## src/rtl/pcie_tx_tlp_arbiter.sv

```systemverilog
// pcie_tx_tlp_arbiter
//   Shares one transmit TLP stream between NUM_SRC packet sources
//   (0 = completion, 1 = posted, 2 = non-posted). A source wins only when it
//   presents a start-of-packet beat and its class has flow-control credit.
//   Arbitration is round-robin, and the grant is held until the end-of-packet
//   beat. Output beats leave through a single registered stage.
//
//   state | meaning
//   ------+------------------------------------------------------------
//   IDLE  | no grant held; scan for an eligible source, accept nothing
//   LOCK  | grant held; forward the granted source's beats until eop
//
// Ports
//   clk, rst_n     clock, asynchronous active-low reset
//   src_valid      per-source beat valid
//   src_ready      per-source beat accept
//   src_data       beats, source i at [i*DATA_WIDTH +: DATA_WIDTH]
//   src_sop/eop    first / last beat of a TLP
//   src_credit_ok  class has credit for its head TLP (sampled at arbitration)
//   tx_valid/ready output stream handshake
//   tx_data        output beat
//   tx_sop/eop     output first / last beat
//   tx_src_id      source index of the output beat
//   busy           a packet grant is held
//   sop_err        sticky: sop seen on a non-first beat of a grant
module pcie_tx_tlp_arbiter #(
  parameter int DATA_WIDTH = 256,
  parameter int NUM_SRC    = 3,
  parameter int SRC_ID_W   = $clog2(NUM_SRC)
) (
  input  logic                          clk,
  input  logic                          rst_n,
  input  logic [NUM_SRC-1:0]            src_valid,
  output logic [NUM_SRC-1:0]            src_ready,
  input  logic [NUM_SRC*DATA_WIDTH-1:0] src_data,
  input  logic [NUM_SRC-1:0]            src_sop,
  input  logic [NUM_SRC-1:0]            src_eop,
  input  logic [NUM_SRC-1:0]            src_credit_ok,
  output logic                          tx_valid,
  input  logic                          tx_ready,
  output logic [DATA_WIDTH-1:0]         tx_data,
  output logic                          tx_sop,
  output logic                          tx_eop,
  output logic [SRC_ID_W-1:0]           tx_src_id,
  output logic                          busy,
  output logic                          sop_err
);

  typedef enum logic {IDLE, LOCK} state_t;

  localparam logic [SRC_ID_W-1:0] LAST_ID = SRC_ID_W'(NUM_SRC - 1);

  state_t                state;
  state_t                state_nxt;
  logic [SRC_ID_W-1:0]   grant;
  logic [SRC_ID_W-1:0]   rr_ptr;
  logic [SRC_ID_W-1:0]   pick;
  logic                  pick_vld;
  logic                  first_beat;
  logic                  out_free;
  logic                  accept;
  logic [NUM_SRC-1:0]    elig;
  logic [DATA_WIDTH-1:0] lane [NUM_SRC];

  for (genvar i = 0; i < NUM_SRC; i++) begin : g_lane
    assign lane[i] = src_data[i*DATA_WIDTH +: DATA_WIDTH];
  end

  assign elig = src_valid & src_sop & src_credit_ok;

  // Round-robin scan starting at rr_ptr. The index wraps by explicit compare
  // because NUM_SRC need not be a power of two.
  always_comb begin : arb_scan
    logic [SRC_ID_W-1:0] idx;
    pick     = rr_ptr;
    pick_vld = 1'b0;
    idx      = rr_ptr;
    for (int k = 0; k < NUM_SRC; k++) begin
      if (!pick_vld && elig[idx]) begin
        pick     = idx;
        pick_vld = 1'b1;
      end
      idx = (idx == LAST_ID) ? '0 : idx + SRC_ID_W'(1);
    end
  end

  // The output register can take a beat when empty or draining this cycle.
  assign out_free = ~tx_valid | tx_ready;
  assign accept   = (state == LOCK) & src_valid[grant] & out_free;
  assign busy     = (state == LOCK);

  always_comb begin
    src_ready = '0;
    if (state == LOCK) src_ready[grant] = src_valid[grant] & out_free;
  end

  always_ff @(posedge clk or negedge rst_n) begin
    if (!rst_n) state <= IDLE;
    else        state <= state_nxt;
  end

  always_comb begin
    state_nxt = state;
    case (state)
      IDLE:    if (pick_vld) state_nxt = LOCK;
      LOCK:    if (accept && src_eop[grant]) state_nxt = IDLE;
      default: state_nxt = IDLE;
    endcase
  end

  always_ff @(posedge clk or negedge rst_n) begin
    if (!rst_n) begin
      grant      <= '0;
      rr_ptr     <= '0;
      first_beat <= 1'b0;
      sop_err    <= 1'b0;
      tx_valid   <= 1'b0;
      tx_data    <= '0;
      tx_sop     <= 1'b0;
      tx_eop     <= 1'b0;
      tx_src_id  <= '0;
    end else begin
      if (state == IDLE && pick_vld) begin
        grant      <= pick;
        first_beat <= 1'b1;
      end
      if (accept) begin
        first_beat <= 1'b0;
        // A repeated sop is flagged but the beat is still forwarded.
        if (src_sop[grant] && !first_beat) sop_err <= 1'b1;
        if (src_eop[grant]) rr_ptr <= (grant == LAST_ID) ? '0 : grant + SRC_ID_W'(1);
        tx_valid  <= 1'b1;
        tx_data   <= lane[grant];
        tx_sop    <= src_sop[grant];
        tx_eop    <= src_eop[grant];
        tx_src_id <= grant;
      end else if (tx_ready) begin
        tx_valid <= 1'b0;
      end
    end
  end

endmodule

```

## config.mk

```make
export PLATFORM = sky130hd
export DESIGN_NAME = pcie_tx_tlp_arbiter
export DESIGN_NICKNAME = d
export VERILOG_FILES = /design/src/rtl/pcie_tx_tlp_arbiter.sv
export SDC_FILE = /design/constraint.sdc
export NUM_CORES = 1
export LEC_CHECK = 0
export ABC_AREA = 1
export BUFFER_PORTS_ARGS = -buffer_cell sky130_fd_sc_hd__buf_2
export CAP_MARGIN = 20
export CORE_AREA = 3 3 405 407
export CTS_CLUSTER_SIZE = 16
export DETAILED_ROUTE_END_ITERATION = 16
export DIE_AREA = 0 0 408 410
export GPL_TIMING_DRIVEN = 0
export PLACE_DENSITY_LB_ADDON = 0.25
export SYNTH_ARGS = -nofsm -noshare
export SYNTH_HDL_FRONTEND = slang
export SYNTH_SLANG_ARGS = --single-unit
```

## constraint.sdc

```tcl
create_clock -name clk -period 2.9 [get_ports clk]
set_clock_uncertainty 0.2 [all_clocks]
set_input_delay 0.435 -clock clk [delete_from_list [all_inputs] [get_ports clk]]
set_output_delay 0.435 -clock clk [all_outputs]
set_load 0.01 [all_outputs]
```

==> results by group, run 1 <==
Power
  – VDD IR max: a little under 400 uV
  – Reg power frac: 22.8%
  – Pwr Density: about 920 mW/mm^2
  – Pleak: between 15 and 20 nW
  – P_int: ~14 mW
  – Clk pwr share: a little over a fifth
  – Net Sw Frac: ~50%
  – P_sw: ~14 mW
  – Comb pwr share: between 50% and 60%

STA
  – Final period util: 96.3%
  – RSZ-0062 raised after global routing: yes
  – Worst Tran Pin Value: a little under 1 ns
  – Slew Limit Headroom: 35.4%
  – Peak Freq: roughly 360 MHz
  – Crit path time final: between 2 and 3 ns
  – TNS Setup: 0 ns
  – Final Max Tran Viols: 0
  – Fin Hold WS: ~0.046 ns
  – # setup viols final: 0
  – Final hold violation count: 0

CTS
  – H-tree depth: 2
  – Clock transition at path regs: 0.07 ns
  – Worst-skew pair later-pin latency: 0.60 ns
  – Inserted Clock Buffers: 42
  – CTS sink cnt: 268
  – CTS Buffer Depth: 3
  – CTS root buffer: clkbuf_16
  – CTS tree: built

Global route
  – Largest net degree at the start of global routing: 94
  – GRT Total Usage: between 10% and 20%
  – Vias in the first global route: about 24000
  – Grt total ovfl: 0
  – First-pass GRT wire length: about 180000 microns
  – Antenna violations before repair: 23

Finish
  – Post-route cell area: slightly above 0.03 sq mm
  – Finished Core Util: roughly a fifth
  – Layout cells sized above 1: a little under a third
  – Layout Area Growth over Synthesis: 112%
  – Non-Filler Instances: just over 6000
  – Fin nets: approximately 4800
  – Filler cells: roughly 18000

Floorplan
  – Row count: roughly 150
  – Die width: between 400 and 500 microns
  – Core box area: about 0.16 sq mm
  – Chip height: 410 microns
  – Initial core utilization: 9.09%
  – Top Ports: 1049
  – Die area: ~0.17 sq mm

Placement
  – Post-DP Area: about 0.023 sq mm
  – Final RePlAce weighted congestion: between 0.9 and 1
  – PortBufs: roughly 1000
  – # placed instances: roughly 5400
  – Hpwl dp: approximately 100000 microns

Detailed routing
  – Uppermost routed layer: met5
  – Via count: around 22000
  – Met3 wire len: 7970 microns
  – First-pass iteration count of the detailed router: 7
  – Final ANT Viol Nets: 0
  – Routed length on met2: 61200 microns
  – Remaining DRCs: 0
  – DR WL/cell: approximately 21 microns
  – Drt first-iter violations: about 1200
  – Final wirelength: about 130000 microns
  – M1 WL: between 50000 and 60000 microns
  – Vias/cell: roughly 3.6

Yosys
  – Post-synthesis net count: about 3000
  – Most frequent cells after synthesis: nand2_1, dfrtp_1, nand3_1
  – YS warnings: 0
  – EDFF count, synth: 0
  – Post-Syn Instances: between 2000 and 2500
  – Count of state elements after synthesis: between 200 and 300
  – Most numerous cell in the Yosys netlist: nand2_1
  – Predominant post-synthesis flop cell: dfrtp_1
  – Sequential share of the synthesized area: between 40% and 50%
  – Distinct cells, synth: 18
  – Synth top area share: a little under half
  – Cell Area, Synth: ~0.015 sq mm
  – Synth async-reset ratio: 100%
  – Yosys top cell by area: dfrtp_1
  – Synth area leaders: dfrtp_1, nand2_1, nand3_1, o21ai_0, clkbuf_1
  – Avg Inst Size Synth: between 6 and 7 sq um

Setup path
  – Worst path slowest cell: dfrtp_2
  – Crit path max fanout: 5
  – Nature of the critical path startpoint: flip-flop
  – CP Class: reg -> out
  – CP peak stage delay: approximately 0.46 ns
  – Kind of end point of the critical path: output port
  – CP Data Arrival Time: between 2 and 2.5 ns
  – Crit path required time: 2.27 ns
  – CP Cell Sequence: nor2_4, nand2_2, nand3_4, nand3_4, buf_12, nor2_4, buf_12, buf_6

Status
  – Outcome: complete, no violations

Job
  – Max_cap viols: 0

Hold path
  – Hold crit path type: in -> reg
[worst max-delay path, delay by kind of cell, from the launching register on]
family	cells	cell delay, ns
AND/OR/NAND/NOR	5	0.67
flip-flops	1	0.46
buffers and inverters	3	0.42
[sequential cells by signal (all words and copies together) (netlist names)]
signal and cells:
tx_eop 1, sop_err 1, grant 2, first_beat 1
rr_ptr 2, tx_src_id 2, tx_sop 1, busy 1
tx_data 256, tx_valid 1
[what timing repair did]
| item | in CTS | in global routing |
|---|---|---|
| gates resized for setup | 54 | 10 |
| pin swaps | 4 | 4 |
| buffers inserted | 16 | 5 |
| hold buffers | 635 | 0 |
| setup endpoints to repair | 255 | 15 |
| endpoints found under the hold margin | 410 | 0 |
[power by group through the flow]
stage               sequential, mW  combinational (mW)  clock, mW
global route                  6.74                17.9       6.33
CTS                           6.52                16.7       6.25
global placement              6.56                15.5          0
detailed placement            6.55                15.5          0
finish                        6.54                16.2       5.95
floorplan                     7.17                6.25          0
[through the flow]
stage | worst slack, ns | power [mW]
detailed placement | -0.690 | 22.0
CTS | -0.100 | 29.5
global route | -0.0609 | 30.9
global placement | -5.45 | 22.0
finish | 0.107 | 28.7
floorplan | 0.819 | 13.4
[metal layers]
metal  global-route usage (%)  up-vias
met5                        0        -
li1                         -    10500
met1                     18.2    10700
met3                     3.10      249
met4                     6.45       12
met2                     25.3      998
[cell type report]
type / count / area [sq um] / area share (%)
diodes: 12 / 30.0 / 0.0969
plain buffers: 140 / 728 / 2.35
clock buffers: 55 / 1180 / 3.81
clock inverters: 21 / 364 / 1.18
inverters: 18 / 77.6 / 0.250
multi-input cells: 1791 / 7260 / 23.4
flip-flops and latches: 268 / 6710 / 21.7
well taps: 2160 / 2700 / 8.72
repair buffers: 1709 / 11900 / 38.5
[final timing paths]
| check | startpoint | endpoint | slack, ns | depth (start not counted) |
|---|---|---|---|---|
| worst max-delay path | grant[0]$_DFFE_PN0P_ | src_ready[0] | 0.11 | 8 |
| worst min-delay path | src_data[485] | tx_data[229]$_DFFE_PN0P_ | 0.05 | 5 |
| worst max register to register | grant[1]$_DFFE_PN0P_ | tx_data[88]$_DFFE_PN0P_ | 0.12 | 11 |
| worst min register to register | first_beat$_DFFE_PN0P_ | sop_err$_DFFE_PN0P_ | 0.26 | 1 |
| max in group asynchronous | rst_n | tx_data[175]$_DFFE_PN0P_ | 1.17 | 4 |
| min in group asynchronous | rst_n | tx_data[5]$_DFFE_PN0P_ | 0.10 | 2 |
[layout by cell type (no fill, tap or decap), types with 5 or more instances in the layout]
cell	Yosys	layout
clkbuf_16	0	43
o21ai_1	18	18
diode_2	0	12
buf_1	7	5
buf_2	40	1081
dfrtp_1	268	266
clkbuf_1	81	68
bufinv_16	0	9
nand3_1	265	264
clkbuf_2	0	16
buf_4	13	30
nand2_1	1417	1411
nor2_1	12	11
buf_8	0	5
o21ai_0	72	72
clkbuf_8	0	6
clkinv_2	0	6
dlygate4sd3_1	0	635
inv_1	14	12
[cells by family (layout without fill, tap and decap cells)]
logic type      after synthesis  in the layout  share of synthesized area [%]
compound gates               92             92                           3.20
buf+inv                     159           1943                           4.77
flops                       268            268                           46.0
other cells                   0             12                              0
simple gates               1699           1699                           46.1
Power figures use the tool's default switching activity.
==> inputs of run 2 (changes only) <==
- ABC_AREA: 1 -> default
- CORE_AREA: 3 3 405 407 -> 3 3 402 404
- DIE_AREA: 0 0 408 410 -> 0 0 405 407
==> run 2 against run 1 <==
Net effect:
- global-route usage is 2.0 points lower
- synthesized area is 5.0% higher
- utilization is 2.8 points lower
- fmax fell by 1.0%
- worst setup slack worse by 0.029 ns
- synthesized cell count decreased by 34%
- critical path type is now reg -> reg
- largest power group unchanged
- die area shrank 1.5%
- sequential cell count did not move
- clock power is 22% lower
==> results by group, run 2 <==
Detailed routing
  – Drt first-iter violations: 789 (-37%)
  – Final ANT Viol Nets: 0 (unchanged)
  – First-pass iteration count of the detailed router: 5 (-2)
  – Final wirelength: 113000 microns (-13%)
  – Vias/cell: 3.43 (-5.4%)
  – Remaining DRCs: 0 (unchanged)
  – Via count: 16500 (-26%)
  – DR WL/cell: 23.5 microns (+12%)

Yosys
  – EDFF count, synth: 0 (unchanged)
  – Avg Inst Size Synth: 10.5 sq um (+60%)
  – Sequential share of the synthesized area: 43.8% (-2.2 points)
  – Synth top area share: 43.8% (-2.2 points)
  – Post-synthesis net count: 2239 (-25%)
  – Count of state elements after synthesis: 268 (unchanged)
  – Most numerous cell in the Yosys netlist: dfrtp_1
  – Cell Area, Synth: 0.0153 sq mm (+5.0%)
  – Post-Syn Instances: 1456 (-34%)
  – Predominant post-synthesis flop cell: dfrtp_1
  – YS warnings: 0 (unchanged)
  – Distinct cells, synth: 31 (+13)
  – Most frequent cells after synthesis: dfrtp_1, nand2_1, mux2i_1
  – Synth area leaders: dfrtp_1, mux2_1, mux2i_1, o21ai_0, nand2_1
  – Yosys top cell by area: dfrtp_1
  – Synth async-reset ratio: 100% (unchanged)

STA
  – Slew Limit Headroom: 32.6% (-2.8 points)
  – RSZ-0062 raised after global routing: no
  – Crit path time final: 2.82 ns (+0.0285 ns)
  – # setup viols final: 0 (unchanged)
  – Peak Freq: 354 MHz (-1.0%)
  – Final hold violation count: 0 (unchanged)
  – Final period util: 97.3% (+0.98 points)
  – Final Max Tran Viols: 0 (unchanged)
  – Worst Tran Pin Value: 1.00 ns (+0.0312 ns)

Global route
  – Vias in the first global route: 17100 (-29%)
  – Antenna violations before repair: 38 (+65%)
  – Grt total ovfl: 0 (unchanged)
  – GRT Total Usage: 12.9% (-2.0 points)
  – Met2 Use GR: 22.2% (-3.1 points)
  – Largest net degree at the start of global routing: 102 (+8.5%)
  – First-pass GRT wire length: 144000 microns (-19%)
  – GR peak layer: met2
  – Met3 Use GR: 2.86% (-0.23 points)
  – Met1 usage: 16.1% (-2.1 points)

Placement
  – Hpwl dp: 97700 microns (-5.5%)
  – Post-DP Area: 0.0233 sq mm (+2.9%)
  – # placed instances: 4586 (-16%)
  – PortBufs: 1048 (unchanged)
  – Final RePlAce weighted congestion: 0.910 (-8.9%)

CTS
  – Inserted Clock Buffers: 37 (-12%)
  – CTS root buffer: clkbuf_16
  – H-tree depth: 2 (unchanged)
  – CTS tree: built
  – Clock transition at path regs: 0.06 ns (about the same)
  – CTS Buffer Depth: 3 (unchanged)
  – CTS sink cnt: 268 (unchanged)
  – Worst-skew pair later-pin latency: 0.57 ns (-0.03 ns)

Finish
  – Leading cell type in the layout, fill and taps excluded: buf_2
  – Fin nets: 3484 (-27%)
  – Post-route cell area: 0.0262 sq mm (-16%)
  – Non-Filler Instances: 4810 (-22%)
  – Layout cells sized above 1: 43.9% (+13 points)
  – Seq. cell area: 0.00671 sq mm (unchanged)
  – Top reg by flops: tx_data
  – Most frequent cells in the layout: buf_2, dfrtp_1, nand2_1
  – Multi-input gate area: 0.00800 sq mm (+10%)
  – Layout Area Growth over Synthesis: 70.7%
  – Filler cells: 18000 (-1.9%)
  – Max FFs per register: 256 (unchanged)

Power
  – Total power: 27.7 mW (-3.2%)
  – Pleak: 12.7 nW (-18%)
  – Clk pwr share: 16.6% (-4.2 points)
  – Net Sw Frac: 47.4% (-2.4 points)
  – P_sw: 13.2 mW (-7.9%)
  – Reg power frac: 24.0% (+1.2 points)
  – Comb pwr share: 59.4% (+3.0 points)
  – P_int: 14.6 mW (+1.5%)
  – Pwr Density: 1060 mW/mm^2 (+15%)
  – VDD IR max: 311 uV (-21%)

Setup path
  – CP Launch Point: grant[1]$_DFFE_PN0P_
  – Crit path required time: 3.17 ns (+0.90 ns)
  – Reg2reg start: grant[1]$_DFFE_PN0P_
  – CP Class: reg -> reg
  – Kind of end point of the critical path: flip-flop
  – CP Data Arrival Time: 3.09 ns (+0.93 ns)
  – Crit path max fanout: 11 (+6)
  – Nature of the critical path startpoint: flip-flop

Floorplan
  – Die width: 405 microns (-0.74%)
  – Row count: 146 (-0.68%)
  – Initial core utilization: 9.69% (+0.60 points)
  – Core box area: 0.158 sq mm (-1.5%)
  – Chip height: 407 microns (-0.73%)
  – Die area: 0.165 sq mm (-1.5%)
  – Top Ports: 1049 (unchanged)

Status
  – Outcome: complete, no violations

Hold path
  – Hold_sp: src_data[438]
  – Hold crit path type: in -> reg

Job
  – Max_cap viols: 0 (unchanged)
## run 2: changes by cell type after synthesis, sizes merged, moves of 5 or more
cell / delta
clkbuf: -30
inv: -15
nand3: -263
o21ai: +168
buf: +5
nor2: -10
mux2: +258
nand2: -1157
mux2i: +259
## run 2: cells by family (layout without fill, tap and decap cells)
group,after synthesis,in the layout,synth area share [%]
simple gates,279,279,7.05
compound gates,273,273,9.18
other cells,0,12,0
flops,268,268,43.8
buf+inv,119,1389,4.13
mux,517,517,35.9
## run 2: per-stage QoR
stage | hold slack (ns) | setup TNS (ns) | utilization (%) | worst slack (ns)
after floorplan | -0.0606 | 0 | - | 0.954
after global placement | 0.257 | -1579.38 | 14.6 | -4.92
after detailed placement | 0.264 | -136.03 | 14.8 | -1.16
after CTS | 0.000579 | -0.0590 | 16.5 | -0.0590
after global routing | 0.0303 | 0 | 16.5 | 0.00387
final | 0.0454 | 0 | 16.5 | 0.0787
## run 2: repair_timing
action / CTS / global route
setup buffers: 4 / 3
setup endpoints to repair: 254 / 8
hold buffers: 143 / 0
resized for setup: 44 / 3
endpoints found under the hold margin: 209 / 0
pin swaps: 0 / 1
## run 2: final timing paths
path | end | slack (ns) | cells after the start
max | tx_data[12]$_DFFE_PN0P_ | 0.08 | 6
max in group asynchronous | grant[0]$_DFFE_PN0P_ | 1.15 | 3
min reg2reg | tx_data[142]$_DFFE_PN0P_ | 0.27 | 1
min | tx_data[182]$_DFFE_PN0P_ | 0.05 | 4
max reg2reg | tx_data[12]$_DFFE_PN0P_ | 0.08 | 6
min in group asynchronous | tx_data[5]$_DFFE_PN0P_ | 0.24 | 2
## run 2: power by group through the flow
| stage | Combinational (mW) | Clock, mW | Sequential (mW) |
|---|---|---|---|
| after global routing | 17.8 | 5.01 | 6.89 |
| after global placement | 16.5 | 0 | 6.68 |
| after floorplan | 6.99 | 0 | 7.46 |
| after detailed placement | 16.7 | 0 | 6.75 |
| final | 16.5 | 4.62 | 6.65 |
| after CTS | 17.2 | 4.89 | 6.67 |
## run 2: critical path, cell delays in order (launching register included)
cell and delay, ns:
dfrtp_2 0.48, clkbuf_16 0.24, buf_6 0.30, buf_4 0.32, mux2i_1 0.55, o21ai_0 0.24, mux2_1 0.33
## run 2: final cells by class
cell class,count,share of cell area (%)
Buffer,114,2.72
Multi-Input combinational cell,1069,30.6
Tap cell,2072,9.91
Sequential cell,268,25.6
Timing Repair Buffer,1208,26.4
Clock inverter,10,0.454
Antenna cell,12,0.115
Clock buffer,54,4.10
Inverter,3,0.0574
## run 2: layer usage
| metal | vias up | routed length [microns] |
|---|---|---|
| li1 | 7657 | - |
| met1 | 8011 | 46600 |
| met2 | 676 | 55100 |
| met3 | 137 | 7500 |
| met4 | 16 | 3650 |
| met5 | - | 120 |
==> inputs of run 3 (changes only) <==
- REMOVE_ABC_BUFFERS: default -> 1
- TNS_END_PERCENT: default -> 50
==> run 3 against run 2 <==
Net effect:
- routed wire length is 6.2% lower
- register-to-register slack worse by 0.03 ns
- critical path depth is 4 higher
- first-iteration DRC count is 9.0% lower
- fmax is 0.89% lower
- die area stayed put
- largest power group unchanged
- utilization is 0.38 points higher
- sequential power is 2% lower
- final area is 2.3% higher
- global-route usage is 0.81 points lower
==> results by group, run 3 (synthesis results as in run 2) <==
Finish
  – Non-Filler Instances: 4777 (-0.69%)
  – Seq. cell area: 0.00671 sq mm (about the same)
  – Leading cell type in the layout, fill and taps excluded: buf_2
  – Multi-input gate area: 0.00803 sq mm (+0.33%)
  – Filler cells: 17800 (-1.1%)
  – Fin nets: 3447 (-1.1%)
  – Layout Area Growth over Synthesis: 74.7%
  – Top reg by flops: tx_data
  – Max FFs per register: 256 (unchanged)
  – Most frequent cells in the layout: buf_2, dfrtp_1, nand2_1
  – Finished Core Util: 16.9% (+0.38 points)
  – Layout cells sized above 1: 43.1% (-0.81 points)

CTS
  – Worst-skew pair later-pin latency: 0.58 ns (about the same)
  – CTS sink cnt: 268 (unchanged)
  – CTS Buffer Depth: 3 (unchanged)
  – CTS root buffer: clkbuf_16
  – CTS tree: built
  – H-tree depth: 2 (unchanged)
  – Inserted Clock Buffers: 42 (+14%)
  – Clock transition at path regs: 0.06 ns (about the same)

Setup path
  – CP Class: reg -> reg
  – Most used cell, CP: buf_12
  – Nature of the critical path startpoint: flip-flop
  – Worst path slowest cell: mux2_1
  – CP Cell Sequence: buf_4, buf_6, buf_16, nor2b_4, buf_12, buf_12, buf_12, nand2_1, o21ai_0, mux2_1
  – CP peak stage delay: 0.44 ns (-0.11 ns)
  – Crit path required time: 3.17 ns (about the same)
  – R2R cell count: 10 (+4)
  – Crit path max fanout: 37 (+26)
  – Kind of end point of the critical path: flip-flop
  – CP Data Arrival Time: 3.12 ns (+0.03 ns)

Floorplan
  – Initial core utilization: 9.69% (unchanged)
  – Die area: 0.165 sq mm (unchanged)
  – Chip height: 407 microns (unchanged)
  – Row count: 146 (unchanged)
  – Die width: 405 microns (unchanged)
  – Core box area: 0.158 sq mm (unchanged)
  – Top Ports: 1049 (unchanged)

Status
  – Outcome: complete, no violations

Detailed routing
  – Remaining DRCs: 0 (unchanged)
  – Final ANT Viol Nets: 0 (unchanged)
  – Vias/cell: 3.39 (-1.3%)
  – First-pass iteration count of the detailed router: 5 (unchanged)
  – Via count: 16200 (-2.0%)
  – Drt first-iter violations: 718 (-9.0%)
  – DR WL/cell: 22.2 microns (-5.6%)
  – Final wirelength: 106000 microns (-6.2%)

STA
  – TNS Setup: 0 ns (unchanged)
  – Final hold violation count: 0 (unchanged)
  – Final Max Tran Viols: 0 (unchanged)
  – Final setup margin: 0.0533 ns (-0.0254 ns)
  – Peak Freq: 351 MHz (-0.89%)
  – Final period util: 98.2% (+0.88 points)
  – Crit path time final: 2.85 ns (+0.0254 ns)
  – Slew Limit Headroom: 35.5% (+2.8 points)
  – # setup viols final: 0 (unchanged)
  – Worst Tran Pin Value: 0.958 ns (-0.0421 ns)

Global route
  – Largest net degree at the start of global routing: 114 (+12%)
  – GRT Total Usage: 12.1% (-0.81 points)
  – First-pass GRT wire length: 137000 microns (-5.2%)
  – Antenna violations before repair: 38 (unchanged)
  – Grt total ovfl: 0 (unchanged)
  – Vias in the first global route: 16400 (-4.0%)

Power
  – Pleak: 12.8 nW (+1.3%)
  – Pwr Density: 1040 mW/mm^2 (-1.8%)
  – VDD IR max: 506 uV (+63%)
  – Total power: 27.9 mW (+0.46%)

Placement
  – PortBufs: 1048 (unchanged)
  – Final RePlAce weighted congestion: 0.869 (-4.5%)
  – Dpl ws: -1.15 ns (+0.00782 ns)
  – Hpwl dp: 85400 microns (-13%)
  – # placed instances: 4483 (-2.2%)

Hold path
  – Hold crit path type: in -> reg
  – Hold depth: 4 (unchanged)

Job
  – Max_cap viols: 0 (unchanged)
==> run 3: cell count changes in the layout (fill, tap and decap cells not counted), moves of 10 or more <==
cell / before / now
buf_16: 4 / 20
buf_2: 1062 / 1047
o21ai_1: 11 / 1
buf_4: 50 / 7
clkbuf_1: 52 / 10
dlygate4sd3_1: 143 / 192
==> run 3: cell type report <==
type,count,share of cell area (%)
diodes,11,0.103
clock buffers,58,4.42
clock inverters,16,0.757
inverters,3,0.0421
multi-input cells,1071,30.0
flip-flops and latches,268,25.1
well taps,2072,9.68
repair buffers,1278,29.9
==> run 3: path summary, 6_finish.rpt <==
kind	startpoint	to	slack, ns
min in group asynchronous	rst_n	tx_data[53]$_DFFE_PN0P_	0.23
max in group asynchronous	rst_n	tx_data[95]$_DFFE_PN0P_	1.16
worst max-delay path	grant[1]$_DFFE_PN0P_	tx_data[173]$_DFFE_PN0P_	0.05
worst min-delay path	src_data[324]	tx_data[68]$_DFFE_PN0P_	0.06
worst max register to register	grant[1]$_DFFE_PN0P_	tx_data[173]$_DFFE_PN0P_	0.05
worst min register to register	sop_err$_DFFE_PN0P_	sop_err$_DFFE_PN0P_	0.27
==> run 3: metrics by stage <==
| step | hold WS (ns) | area [sq um] |
|---|---|---|
| 5_1_grt | 0.0444 | 26700 |
| 6_report | 0.0592 | 26800 |
| 3_3_place_gp | 0.255 | 22500 |
| 3_5_place_dp | 0.0543 | 23100 |
| 4_1_cts | 0.000653 | 26700 |
| 2_1_floorplan | -0.0606 | 14700 |
==> run 3: worst max-delay path: cells and delay by family, from the launching register on <==
family	cells	cell delay [ns]
compound gates	1	0.34
buf+inv	6	1.02
flops	1	0.43
mux	1	0.44
simple gates	2	0.17
==> run 3: report_power, final <==
| group | switching, mW | internal, mW | leakage, nW | total (mW) |
|---|---|---|---|---|
| logic | 9.67 | 6.35 | 8.92 | 16.0 |
| registers | 0.845 | 5.70 | 3.25 | 6.54 |
| clock network | 2.12 | 3.20 | 0.659 | 5.32 |
==> run 3: per-layer routing <==
metal	GRT usage [%]	share of wire, %	wire length, microns
met5	0	0.073	77
met3	2.62	5.7	6070
met4	2.97	2.4	2580
met2	21.1	49	52300
met1	15.1	42	45000
==> run 3: repair_timing <==
item / 4_1_cts / 5_1_grt
hold endpoints to repair: 354 / 0
pin swaps: 2 / 0
gates cloned: 5 / 1
setup endpoints to repair: 261 / 39
setup buffers: 11 / 0
resized for setup: 2 / 8
hold buffers: 192 / 0
